File: src/rtl/vx_gpu_ctl_unit_pkg.sv
// Shared definitions for the GPU warp-control execute unit:
// op encodings, fixed field widths and the mask-decode helper.
package vx_gpu_ctl_unit_pkg;

    localparam int OP_BITS = 2;
    localparam int PC_BITS = 32;
    localparam int RD_BITS = 5;
    localparam int XLEN    = 32;

    typedef enum logic [OP_BITS-1:0] {
        GPU_TMC    = 2'd0,
        GPU_WSPAWN = 2'd1,
        GPU_SPLIT  = 2'd2,
        GPU_BAR    = 2'd3
    } gpu_op_e;

    // Bit i set when i < n. Counts of 32 or more give all ones, so any
    // narrower slice of the result saturates naturally.
    function automatic logic [XLEN-1:0] thermo32(input logic [XLEN-1:0] n);
        logic [XLEN-1:0] r;
        if (n >= XLEN'(XLEN)) begin
            r = '1;
        end else begin
            r = (XLEN'(1) << n) - XLEN'(1);
        end
        return r;
    endfunction

endpackage

File: src/rtl/vx_gpu_ctl_unit_bar_table.sv
// Barrier table: per-barrier arrival count and waiting-warp mask.
// An arrival either releases the barrier (count already equals size-1)
// or parks the warp. A warp arriving twice at the same barrier is a
// protocol error; it is flagged and the count is left unchanged.
module vx_gpu_bar_table
    import vx_gpu_ctl_unit_pkg::*;
#(
    parameter  int NUM_WARPS    = 4,
    parameter  int NUM_BARRIERS = 4,
    localparam int WID_W        = $clog2(NUM_WARPS),
    localparam int BAR_W        = (NUM_BARRIERS > 1) ? $clog2(NUM_BARRIERS) : 1
) (
    input  logic                 clk,
    input  logic                 reset_n,
    input  logic                 arrive_valid,
    input  logic [BAR_W-1:0]     arrive_id,
    input  logic [WID_W-1:0]     arrive_wid,
    input  logic [WID_W-1:0]     arrive_size_m1,
    output logic                 wait_valid,
    output logic                 release_valid,
    output logic [NUM_WARPS-1:0] release_wmask
);

    logic [WID_W-1:0]     cnt_q  [NUM_BARRIERS];
    logic [WID_W-1:0]     cnt_d  [NUM_BARRIERS];
    logic [NUM_WARPS-1:0] mask_q [NUM_BARRIERS];
    logic [NUM_WARPS-1:0] mask_d [NUM_BARRIERS];

    logic [BAR_W-1:0]     idx;
    logic [NUM_WARPS-1:0] wid_oh;
    logic [WID_W-1:0]     cur_cnt;
    logic [NUM_WARPS-1:0] cur_mask;
    logic                 dup;

    // Look up the addressed entry and decide wait vs release.
    always_comb begin
        idx           = (NUM_BARRIERS > 1) ? arrive_id : '0;
        wid_oh        = NUM_WARPS'(1) << arrive_wid;
        cur_cnt       = cnt_q[idx];
        cur_mask      = mask_q[idx];
        dup           = |(cur_mask & wid_oh);
        release_valid = arrive_valid && (cur_cnt == arrive_size_m1);
        wait_valid    = arrive_valid && !release_valid;
        release_wmask = release_valid ? (cur_mask | wid_oh) : '0;
    end

    // Next table contents: clear on release, record a new waiter otherwise.
    always_comb begin
        cnt_d  = cnt_q;
        mask_d = mask_q;
        if (release_valid) begin
            cnt_d[idx]  = '0;
            mask_d[idx] = '0;
        end else if (wait_valid && !dup) begin
            cnt_d[idx]  = cur_cnt + WID_W'(1);
            mask_d[idx] = cur_mask | wid_oh;
        end
    end

    // Table registers; reset empties every barrier.
    always_ff @(posedge clk or negedge reset_n) begin
        if (!reset_n) begin
            for (int i = 0; i < NUM_BARRIERS; i++) begin
                cnt_q[i]  <= '0;
                mask_q[i] <= '0;
            end
        end else begin
            cnt_q  <= cnt_d;
            mask_q <= mask_d;
        end
    end

    // A warp must not arrive at a barrier it is already waiting on.
    always_ff @(posedge clk) begin
        if (reset_n && wait_valid) begin
            assert (!dup);
        end
    end

endmodule

File: src/rtl/vx_gpu_ctl_unit.sv
// GPU warp-control execute unit. Requests are queued raw in a small FIFO
// and decoded from the head into TMC / WSPAWN / SPLIT / BAR packets at
// commit; barrier bookkeeping happens in vx_gpu_bar_table on commit.
// Optional build macro GPU_CTL_PERF_EN adds perf_bar_stalls and
// perf_queue_full event counters.
module vx_gpu_ctl_unit
    import vx_gpu_ctl_unit_pkg::*;
#(
    parameter  int NUM_WARPS    = 4,
    parameter  int NUM_THREADS  = 4,
    parameter  int NUM_BARRIERS = 4,
    parameter  int OUT_DEPTH    = 2,
    localparam int WID_W        = $clog2(NUM_WARPS),
    localparam int BAR_W        = (NUM_BARRIERS > 1) ? $clog2(NUM_BARRIERS) : 1
) (
    input  logic                        clk,
    input  logic                        reset_n,
`ifdef GPU_CTL_PERF_EN
    output logic [31:0]                 perf_bar_stalls,
    output logic [31:0]                 perf_queue_full,
`endif
    input  logic                        req_valid,
    output logic                        req_ready,
    input  logic [OP_BITS-1:0]          req_op,
    input  logic [WID_W-1:0]            req_wid,
    input  logic [NUM_THREADS-1:0]      req_tmask,
    input  logic [PC_BITS-1:0]          req_pc,
    input  logic [PC_BITS-1:0]          req_next_pc,
    input  logic [NUM_THREADS*XLEN-1:0] req_rs1,
    input  logic [XLEN-1:0]             req_rs2,
    input  logic [RD_BITS-1:0]          req_rd,
    input  logic                        req_wb,
    output logic                        commit_valid,
    input  logic                        commit_ready,
    output logic [WID_W-1:0]            commit_wid,
    output logic [NUM_THREADS-1:0]      commit_tmask,
    output logic [PC_BITS-1:0]          commit_pc,
    output logic [RD_BITS-1:0]          commit_rd,
    output logic                        commit_wb,
    output logic                        commit_eop,
    output logic                        ctl_valid,
    output logic [WID_W-1:0]            ctl_wid,
    output logic                        tmc_valid,
    output logic [NUM_THREADS-1:0]      tmc_tmask,
    output logic                        wspawn_valid,
    output logic [NUM_WARPS-1:0]        wspawn_wmask,
    output logic [PC_BITS-1:0]          wspawn_pc,
    output logic                        split_valid,
    output logic                        split_diverged,
    output logic [NUM_THREADS-1:0]      split_then,
    output logic [NUM_THREADS-1:0]      split_else,
    output logic [PC_BITS-1:0]          split_pc,
    output logic                        bar_wait_valid,
    output logic                        bar_release_valid,
    output logic [NUM_WARPS-1:0]        bar_release_wmask
);

    localparam int PTR_W = (OUT_DEPTH > 1) ? $clog2(OUT_DEPTH) : 1;
    localparam int CNT_W = $clog2(OUT_DEPTH + 1);

    // Only lane-0 of rs1 is kept whole; the other lanes contribute bit 0.
    typedef struct packed {
        gpu_op_e                op;
        logic [WID_W-1:0]       wid;
        logic [NUM_THREADS-1:0] tmask;
        logic [PC_BITS-1:0]     pc;
        logic [PC_BITS-1:0]     next_pc;
        logic [XLEN-1:0]        rs1_0;
        logic [NUM_THREADS-1:0] taken;
        logic [XLEN-1:0]        rs2;
        logic [RD_BITS-1:0]     rd;
        logic                   wb;
    } entry_t;

    entry_t           mem_q [OUT_DEPTH];
    entry_t           push_entry;
    entry_t           head;
    logic [PTR_W-1:0] wr_ptr_q, wr_ptr_d, rd_ptr_q, rd_ptr_d;
    logic [CNT_W-1:0] count_q, count_d;
    logic             full, push, pop;

    logic [XLEN-1:0]  thermo;
    logic [XLEN-1:0]  rs2_m1;
    logic [BAR_W-1:0] bar_id;
    logic             unused_rs1;
    logic             unused_bits;

    // Pack the incoming request into a queue entry.
    always_comb begin
        push_entry         = '0;
        push_entry.op      = gpu_op_e'(req_op);
        push_entry.wid     = req_wid;
        push_entry.tmask   = req_tmask;
        push_entry.pc      = req_pc;
        push_entry.next_pc = req_next_pc;
        push_entry.rs1_0   = req_rs1[XLEN-1:0];
        push_entry.rs2     = req_rs2;
        push_entry.rd      = req_rd;
        push_entry.wb      = req_wb;
        for (int i = 0; i < NUM_THREADS; i++) begin
            push_entry.taken[i] = req_rs1[i*XLEN];
        end
    end

    // Queue control. A full queue still accepts when the head leaves this cycle.
    always_comb begin
        full         = (count_q == CNT_W'(OUT_DEPTH));
        commit_valid = (count_q != '0);
        req_ready    = !full || commit_ready;
        pop          = commit_valid && commit_ready;
        push         = req_valid && req_ready;
        wr_ptr_d     = wr_ptr_q;
        rd_ptr_d     = rd_ptr_q;
        if (push) begin
            wr_ptr_d = (wr_ptr_q == PTR_W'(OUT_DEPTH - 1)) ? '0 : wr_ptr_q + PTR_W'(1);
        end
        if (pop) begin
            rd_ptr_d = (rd_ptr_q == PTR_W'(OUT_DEPTH - 1)) ? '0 : rd_ptr_q + PTR_W'(1);
        end
        count_d = count_q + CNT_W'(push) - CNT_W'(pop);
    end

    // Queue pointers and occupancy; reset drops anything queued.
    always_ff @(posedge clk or negedge reset_n) begin
        if (!reset_n) begin
            wr_ptr_q <= '0;
            rd_ptr_q <= '0;
            count_q  <= '0;
        end else begin
            wr_ptr_q <= wr_ptr_d;
            rd_ptr_q <= rd_ptr_d;
            count_q  <= count_d;
        end
    end

    // Queue storage; contents are only meaningful while counted.
    always_ff @(posedge clk) begin
        if (push) begin
            mem_q[wr_ptr_q] <= push_entry;
        end
    end

    // Decode the head entry into commit and warp-control payloads.
    always_comb begin
        head           = mem_q[rd_ptr_q];
        thermo         = thermo32(head.rs1_0);
        rs2_m1         = head.rs2 - XLEN'(1);
        bar_id         = head.rs1_0[BAR_W-1:0];

        commit_wid     = head.wid;
        commit_tmask   = head.tmask;
        commit_pc      = head.pc;
        commit_rd      = head.rd;
        commit_wb      = head.wb;
        commit_eop     = 1'b1;

        ctl_valid      = pop;
        ctl_wid        = head.wid;
        tmc_valid      = pop && (head.op == GPU_TMC);
        tmc_tmask      = thermo[NUM_THREADS-1:0];
        wspawn_valid   = pop && (head.op == GPU_WSPAWN);
        wspawn_wmask   = thermo[NUM_WARPS-1:0];
        wspawn_pc      = head.rs2;
        split_valid    = pop && (head.op == GPU_SPLIT);
        split_then     = head.tmask & head.taken;
        split_else     = head.tmask & ~head.taken;
        split_diverged = (|split_then) && (|split_else);
        split_pc       = head.next_pc;
    end

    assign unused_rs1  = ^req_rs1;
    assign unused_bits = ^{rs2_m1, thermo, head.rs1_0};

    vx_gpu_bar_table #(
        .NUM_WARPS    (NUM_WARPS),
        .NUM_BARRIERS (NUM_BARRIERS)
    ) u_bar_table (
        .clk            (clk),
        .reset_n        (reset_n),
        .arrive_valid   (pop && (head.op == GPU_BAR)),
        .arrive_id      (bar_id),
        .arrive_wid     (head.wid),
        .arrive_size_m1 (rs2_m1[WID_W-1:0]),
        .wait_valid     (bar_wait_valid),
        .release_valid  (bar_release_valid),
        .release_wmask  (bar_release_wmask)
    );

`ifdef GPU_CTL_PERF_EN
    logic [31:0] perf_bar_stalls_q, perf_bar_stalls_d;
    logic [31:0] perf_queue_full_q, perf_queue_full_d;

    // Event counters wrap naturally at 2^32.
    always_comb begin
        perf_bar_stalls_d = perf_bar_stalls_q + 32'(bar_wait_valid);
        perf_queue_full_d = perf_queue_full_q + 32'(req_valid && !req_ready);
    end

    // Counter registers.
    always_ff @(posedge clk or negedge reset_n) begin
        if (!reset_n) begin
            perf_bar_stalls_q <= '0;
            perf_queue_full_q <= '0;
        end else begin
            perf_bar_stalls_q <= perf_bar_stalls_d;
            perf_queue_full_q <= perf_queue_full_d;
        end
    end

    assign perf_bar_stalls = perf_bar_stalls_q;
    assign perf_queue_full = perf_queue_full_q;
`endif

endmodule

File: config.mk
export PLATFORM = sky130hd
export DESIGN_NAME = vx_gpu_ctl_unit
export DESIGN_NICKNAME = d
export VERILOG_FILES = /design/src/rtl/vx_gpu_ctl_unit_pkg.sv /design/src/rtl/vx_gpu_ctl_unit_bar_table.sv /design/src/rtl/vx_gpu_ctl_unit.sv
export SDC_FILE = /design/constraint.sdc
export NUM_CORES = 1
export LEC_CHECK = 0
export BUFFER_PORTS_ARGS = -buffer_cell sky130_fd_sc_hd__buf_2
export CORE_AREA = 2 2 135 203
export CTS_CLUSTER_DIAMETER = 80
export DETAILED_ROUTE_END_ITERATION = 12
export DIE_AREA = 0 0 137 205
export MAX_ROUTING_LAYER = met4
export PLACE_DENSITY = 0.82
export SLEW_MARGIN = 15
export SYNTH_ARGS = -nofsm -noshare
export SYNTH_HDL_FRONTEND = slang
export SYNTH_SLANG_ARGS = --single-unit
File: constraint.sdc
create_clock -name clk -period 6.6 [get_ports clk]
set_input_delay 1.32 -clock clk [delete_from_list [all_inputs] [get_ports clk]]
set_output_delay 1.32 -clock clk [all_outputs]
set_load 0.1 [all_outputs]
* Yosys cells after proc, flatten, opt, wreduce, memory -nomap -nowiden
Memories as Yosys holds them, arrays and structs flattened.
Cells that the tools add are included.
** Word-level totals
- Flip-flop bits (word level) :: 28
- RAM bits :: 292
- Input bits :: 242
- Output and inout bits :: 140
- Memories kept :: 1
** Memory list
- mem_q :: words 2, width 146, rd ports 1, clocked after Yosys merged registers in 0, wr ports 1, line vx_gpu_ctl_unit.sv:75 : entry_t mem_q [OUT_DEPTH];
** Cells by class
- Add/subtract/negate cells :: 7
- $lt $le $gt $ge :: 3
- Equality and inequality tests :: 5
- Shifts and indexed selects :: 2
- Mux-type cells :: 22
- Bitwise logic cells :: 10
- Reduce and logical (&&, ||, !) cells :: 21
** Operator list (count)
- >= comparator 32 x 6 -> 1 bit, second input constant :: 1
- 2-to-1 mux 16 bit :: 2
- left shift 1 x 32 -> 4 bit, first input constant :: 1
- 2-to-1 mux 4 bit :: 5
- bitwise AND 16 bit :: 1
- bitwise mux 16 bit :: 1
- 2-to-1 mux 8 bit :: 2
- NOT 16 bit :: 1
- bitwise AND 4 bit :: 3
- OR reduction 4 bit :: 3
- logical AND 1 bit :: 11
- bitwise AND 8 bit :: 1
- binary-select mux 4 bit (select 2 bit) :: 1
- bitwise mux 8 bit :: 1
- demux 4 bit (select 2 bit) :: 1
- NOT 8 bit :: 1
- == test 2 bit, second input constant :: 3
- 2-to-1 mux 2 bit :: 3
- binary-select mux 2 bit (select 2 bit) :: 1
- demux 2 bit (select 2 bit) :: 1
- 2-to-1 mux 1 bit :: 4
- NOT 4 bit :: 1
- OR 4 bit :: 1
- nonzero test 2 bit :: 2
- 15 further kinds :: 18

* Depth between registers and ports, before layout
An unclocked memory read counts as a cell.
- Depth in word-level cells :: 12
- Mapped depth :: 14
- Depth with buffers taken out :: 9

* Cells and area by module
Synthesis repeated with hierarchy kept, for this count alone.
** Unflattened totals
- Cells, all modules :: 745
- Area total of the unflattened synthesis :: 12990.0 um^2
** By module, submodules not included
- vx_gpu_ctl_unit :: instances 1, cells an instance 623, area an instance 11524.8 um^2, seq. area each 8808.4 um^2
- vx_gpu_bar_table :: instances 1, cells an instance 122, area an instance 1465.2 um^2, seq. area each 600.6 um^2

* Worst setup path after synthesis
OpenSTA, ideal clock, no wires.
- Kind :: input -> register
- Start point :: input port commit_ready
- End point :: memory mem_q[0][0] (netlist name) (enable)
- Arrival :: 8.334 ns
- Data required time :: 5.948 ns
- Setup slack :: -2.386 ns
- Stages :: 4
- Path through :: nor2_1 -> nand2_1 -> nand2_1 -> nor2_1
** On the way
- Longest elaborated chain between the ends :: 4
** Ends and longest elaborated chain
- start, declared :: line vx_gpu_ctl_unit.sv:34 : input logic commit_ready,
- logical OR 1 bit :: line vx_gpu_ctl_unit.sv:109 : req_ready = !full || commit_ready;
- net req_ready :: line vx_gpu_ctl_unit.sv:23 : output logic req_ready,
- logical AND 1 bit :: line vx_gpu_ctl_unit.sv:111 : push = req_valid && req_ready;
- 2-to-1 mux 1 bit :: line vx_gpu_ctl_unit.sv:138 : if (push) begin
- 2-to-1 mux 1 bit (implied by the code) :: line vx_gpu_ctl_unit.sv:139 : mem_q[wr_ptr_q] <= push_entry;
- end, declared :: line vx_gpu_ctl_unit.sv:75
The timed path passes the listed nets, and every way through them passes these cells.

* Worst setup path in the final report
- Start point :: register rd_ptr_q
- End point :: output port bar_wait_valid
** On the way
- Longest elaborated chain between the ends :: 9
** Ends and longest elaborated chain
- start, declared :: line vx_gpu_ctl_unit.sv:78 : logic [PTR_W-1:0] wr_ptr_q, wr_ptr_d, rd_ptr_q, rd_ptr_d;
- start signal, assigned :: line vx_gpu_ctl_unit.sv:131 : rd_ptr_q <= rd_ptr_d;
- memory (2 x 146 bit) (*)
- NOT 2 -> 3 bit (implied by the code) :: line vx_gpu_ctl_unit_bar_table.sv:39 : cur_cnt = cnt_q[idx];
- binary-select mux 2 bit (select 2 bit) :: line vx_gpu_ctl_unit_bar_table.sv:39
- 2-to-1 mux 2 bit (implied by the code) (2 in series) :: line vx_gpu_ctl_unit_bar_table.sv:39
- == test 2 bit :: line vx_gpu_ctl_unit_bar_table.sv:42 : release_valid = arrive_valid && (cur_cnt == arrive_size_m1);
- logical AND 1 bit :: line vx_gpu_ctl_unit_bar_table.sv:42
- logical NOT 1 bit :: line vx_gpu_ctl_unit_bar_table.sv:43 : wait_valid = arrive_valid && !release_valid;
- logical AND 1 bit (*) :: line vx_gpu_ctl_unit_bar_table.sv:43
- end, declared :: line vx_gpu_ctl_unit.sv:53 : output logic bar_wait_valid,
Mark *: on every way between the ends. The rest lies on a longest branch, timed or not. The select of a mux whose other input is x is not followed.

==> impl_results.html <==
<table>
<tr><th>Metric</th><th>Value</th></tr>
<tr><th colspan="2">Min path</th></tr>
<tr><td>Hold path endpoint</td><td>u_bar_table.mask_q[13]$_DFFE_PN0P_</td></tr>
<tr><td>Hold Path Class</td><td>flip-flop to flip-flop</td></tr>
<tr><td>Number of instances on the worst hold path</td><td>1</td></tr>
<tr><td>Hold path start</td><td>u_bar_table.mask_q[13]$_DFFE_PN0P_</td></tr>
<tr><th colspan="2">Clock network</th></tr>
<tr><td>Clock slew at reported path FFs</td><td>0.07 ns</td></tr>
<tr><td>Resize count post-CTS</td><td>0</td></tr>
<tr><td>Largest buffer count on any clock path</td><td>3</td></tr>
<tr><td>Number of buffers inserted during clock tree synthesis</td><td>29</td></tr>
<tr><td>CTS Hold Bufs</td><td>0</td></tr>
<tr><td>Setup Buffers After CTS</td><td>0</td></tr>
<tr><td>CTS tree</td><td>yes</td></tr>
<tr><td>H-Tree Level Count</td><td>1</td></tr>
<tr><td>CTS Root Buffer Type</td><td>clkbuf_16</td></tr>
<tr><td>Clock tree sinks</td><td>around 320</td></tr>
<tr><td>Clock latency at the later pin of the worst-skew pair</td><td>~0.55 ns</td></tr>
<tr><th colspan="2">Final layout</th></tr>
<tr><td>Commonest cells after routing, fill and taps aside</td><td>290 x edfxtp_1, 287 x buf_2, 102 x mux2_2, 29 x clkbuf_16, 27 x dfrtp_1</td></tr>
<tr><td>Design Area, Final</td><td>14,800 µm²</td></tr>
<tr><td>Number of filler cells placed in the layout</td><td>between 2,000 and 2,500</td></tr>
<tr><td>Final Net Count</td><td>around 1,200</td></tr>
<tr><td>Fraction of layout cells with a size suffix above 1</td><td>0.475</td></tr>
<tr><td>Post-synthesis to final-layout area growth</td><td>23.1%</td></tr>
<tr><td>Most frequent standard cell in the layout excluding fill and tap cells</td><td>edfxtp_1</td></tr>
<tr><td>Area taken by flip-flops and latches</td><td>about 9400 µm²</td></tr>
<tr><td>Area occupied by multi-input gates</td><td>between 2000 and 2500 µm²</td></tr>
<tr><th colspan="2">Worst setup path</th></tr>
<tr><td>Cell depth of the worst flop-to-flop path</td><td>8</td></tr>
<tr><td>Category of the worst setup path capture point</td><td>primary output</td></tr>
<tr><td>Data arrival time at the worst-slack endpoint</td><td>about 4.0 ns</td></tr>
<tr><td>Crit path largest cell delay</td><td>~0.77 ns</td></tr>
<tr><td>Sequence of cells on the critical path</td><td>buf_4, mux2i_1, mux4_1, or2_2, mux2i_1, nor2_1, buf_2</td></tr>
<tr><td>Standard cell with the maximum stage delay on the critical path</td><td>dfrtp_4</td></tr>
<tr><td>FF-to-FF Start</td><td>rd_ptr_q$_DFFE_PN0P_</td></tr>
<tr><td>Worst Path Required</td><td>around 5.3 ns</td></tr>
<tr><td>Critical path peak fanout</td><td>56</td></tr>
<tr><td>Worst reg2reg setup slack</td><td>between 2 and 2.5 ns</td></tr>
<tr><td>Startpoint class of the critical path</td><td>flip-flop</td></tr>
<tr><td>Worst r2r dst</td><td>u_bar_table.cnt_q[7]$_DFFE_PN0P_</td></tr>
<tr><td>Crit Path Class</td><td>flip-flop to primary output</td></tr>
<tr><td>Cell repeated most along the worst path</td><td>mux2i_1</td></tr>
<tr><th colspan="2">Yosys</th></tr>
<tr><td>Number of distinct library cell variants in the gate-level netlist after synthesis</td><td>between 50 and 60</td></tr>
<tr><td>Nets in the synthesized netlist</td><td>~880</td></tr>
<tr><td>Netlist Area Pre-Place</td><td>between 10,000 and 15,000 µm²</td></tr>
<tr><td>Fraction of post-synthesis cell area in the top cell type by area</td><td>0.724</td></tr>
<tr><td>Synthesized flop and latch total</td><td>between 300 and 400</td></tr>
<tr><td>Biggest area consumer among synthesized cells</td><td>edfxtp_1</td></tr>
<tr><td>Post-synthesis average cell area</td><td>18.8 µm²</td></tr>
<tr><td>Most used flip-flop cell after synthesis</td><td>edfxtp_1</td></tr>
<tr><td>Largest cells by area after synthesis</td><td>edfxtp_1 72%, mux2_2 9.6%, dfrtp_1 5.8%, o2bb2ai_1 1.7%, mux2i_1 0.83%</td></tr>
<tr><td>Async set-or-reset flop fraction in the synthesized netlist</td><td>0.0881</td></tr>
<tr><td>Mapped Cells</td><td>639</td></tr>
<tr><td>Number of enable flip-flop cells after synthesis</td><td>290</td></tr>
<tr><td>Sequential area share after synthesis</td><td>0.783</td></tr>
<tr><td>Count of synthesis-stage warnings from yosys</td><td>0</td></tr>
<tr><th colspan="2">Routing</th></tr>
<tr><td>Antenna Violating Nets Remaining</td><td>0</td></tr>
<tr><td>Overall via count from detail_route</td><td>slightly below 7,000</td></tr>
<tr><td>First DRT Iteration DRCs</td><td>roughly 340</td></tr>
<tr><td>Vias per cell</td><td>between 5 and 6</td></tr>
<tr><td>Router iterations before antenna repair</td><td>5</td></tr>
<tr><td>Number of design rule violations left after detail routing</td><td>0</td></tr>
<tr><td>Routed wirelength normalized by instance count</td><td>~19 µm</td></tr>
<tr><td>Routed WL</td><td>24,800 µm</td></tr>
<tr><th colspan="2">GRT</th></tr>
<tr><td>Pin count of the biggest net entering global routing</td><td>between 100 and 150</td></tr>
<tr><td>Vias in the first global route</td><td>7,155</td></tr>
<tr><td>Total global routing track utilization</td><td>0.176</td></tr>
<tr><td>Total gr overflow</td><td>0</td></tr>
<tr><td>Antenna violations before repair</td><td>7</td></tr>
<tr><td>Global-route wire length before repair</td><td>about 37,000 µm</td></tr>
<tr><th colspan="2">STA</th></tr>
<tr><td>Setup Total Neg Slack</td><td>0 ns</td></tr>
<tr><td>Transition time of the tightest slew-check pin</td><td>0.833 ns</td></tr>
<tr><td>Timing-limited maximum frequency</td><td>0.187 GHz</td></tr>
<tr><td>Slew Limit Fails</td><td>0</td></tr>
<tr><td>Max_slew headroom</td><td>0.445</td></tr>
<tr><td>Final cycle utilization of the critical path</td><td>0.811</td></tr>
<tr><td>Minimum period implied by the final worst setup slack</td><td>around 5.4 ns</td></tr>
<tr><td>Fin. Hold Viols</td><td>0</td></tr>
<tr><td>Final setup skew</td><td>approximately 0.015 ns</td></tr>
<tr><td>Setup repair after global routing missed its margin</td><td>false</td></tr>
<tr><td>Count of endpoints failing setup in the final report</td><td>0</td></tr>
<tr><th colspan="2">Floorplanning</th></tr>
<tr><td>Floorplan die height</td><td>205 µm</td></tr>
<tr><td>Total Die Area</td><td>approximately 28,000 µm²</td></tr>
<tr><td>Core Rows</td><td>73</td></tr>
<tr><td>IO Count</td><td>around 380</td></tr>
<tr><td>Area of the core region</td><td>26,300 µm²</td></tr>
<tr><td>Initial Util</td><td>0.457</td></tr>
<tr><td>Chip width</td><td>137 µm</td></tr>
<tr><th colspan="2">Placement</th></tr>
<tr><td>Total half-perimeter wirelength after legalization and detailed placement</td><td>around 17,000 µm</td></tr>
<tr><td>Placer Congestion</td><td>between 0.8 and 0.9</td></tr>
<tr><td>Number of buffer cells added on primary ports</td><td>~290</td></tr>
<tr><td>Cell area reported after detailed placement</td><td>~14,000 µm²</td></tr>
<tr><th colspan="2">Job</th></tr>
<tr><td>Reported max-cap violation count</td><td>0</td></tr>
<tr><th colspan="2">Status</th></tr>
<tr><td>Outcome</td><td>completed</td></tr>
</table>
## cell usage after synthesis (all sizes together) (4+ instances only)
cell type / n
mux2: 102
o21ai: 10
nand2: 13
xnor2: 6
inv: 13
clkbuf: 11
edfxtp: 290
buf: 12
or4: 5
nor2: 22
a21oi: 5
nand4: 4
and2: 4
o21a: 8
nand2b: 4
o2bb2ai: 24
dfrtp: 28
mux2i: 11
nor3: 4
or2: 10
nor4: 14
## logic make-up (layout without fill, tap and decap cells)
logic type / after synthesis / after routing / share of synthesized area
flip-flops: 318 / 318 / 0.783
multiplexers: 115 / 115 / 0.110
AND/OR/NAND/NOR: 97 / 97 / 0.0455
AO/OA/AOI/OAI: 61 / 61 / 0.0379
buffers and inverters: 36 / 356 / 0.0142
XOR/XNOR: 8 / 8 / 0.00645
adder cells (fa/ha/maj): 3 / 3 / 0.00312
other: 1 / 9 / 0.000312
## worst max-delay path by stage
| stage | startpoint | end | slack [ns] | depth (start not counted) |
|---|---|---|---|---|
| 2_1_floorplan | commit_ready | mem_q[0][0]$_DFFE_PP_ | 0.07 | 4 |
| 3_3_place_gp | rd_ptr_q$_DFFE_PN0P_ | bar_wait_valid | 1.85 | 7 |
| 3_5_place_dp | rd_ptr_q$_DFFE_PN0P_ | bar_wait_valid | 1.84 | 7 |
| 4_1_cts | rd_ptr_q$_DFFE_PN0P_ | bar_wait_valid | 1.18 | 7 |
| 6_report | rd_ptr_q$_DFFE_PN0P_ | bar_wait_valid | 1.25 | 7 |
| 5_1_grt | rd_ptr_q$_DFFE_PN0P_ | bar_wait_valid | 0.93 | 7 |
## sequential cells by signal (all words and copies together) (netlist names)
signal / cells
count_q: 2
mem_q: 290
rd_ptr_q: 1
u_bar_table.cnt_q: 8
u_bar_table.mask_q: 16
wr_ptr_q: 1
## final cells by class
cell class | count | share of cell area
tap | 337 | 0.0285
clock inverter | 19 | 0.0143
timing repair buffer | 291 | 0.101
antenna | 8 | 0.00135
multi-input combinational | 285 | 0.166
clock buffer | 33 | 0.0500
inverter | 13 | 0.00330
sequential | 318 | 0.636
## metrics by stage
| stage | hold slack, ns | util | cells | worst slack (ns) |
|---|---|---|---|---|
| final | 0.489 | 0.563 | 1304 | 1.25 |
| after global routing | 0.497 | 0.563 | 1303 | 0.934 |
| after CTS | 0.495 | 0.562 | 1296 | 1.18 |
| after detailed placement | 0.474 | 0.526 | 1244 | 1.84 |
| after global placement | 0.466 | 0.526 | 1244 | 1.85 |
| after floorplan | 0.448 | - | 639 | 0.0651 |
## critical path, delay by kind of cell, from the launching register on
kind	cells	cell delay, ns
mux	3	1.25
buf+inv	2	1.00
flops	1	0.77
simple gates	2	0.44
## layer usage
metal,GRT usage,up-vias,wire length [µm]
li1,-,3121,-
met1,0.176,3292,8640
met2,0.315,294,13500
met3,0.0512,63,1910
met4,0.0755,0,824
met5,-,-,0
Power is not shown: default switching activity piles up to over one toggle a cycle in this logic, so the estimate is an artifact.
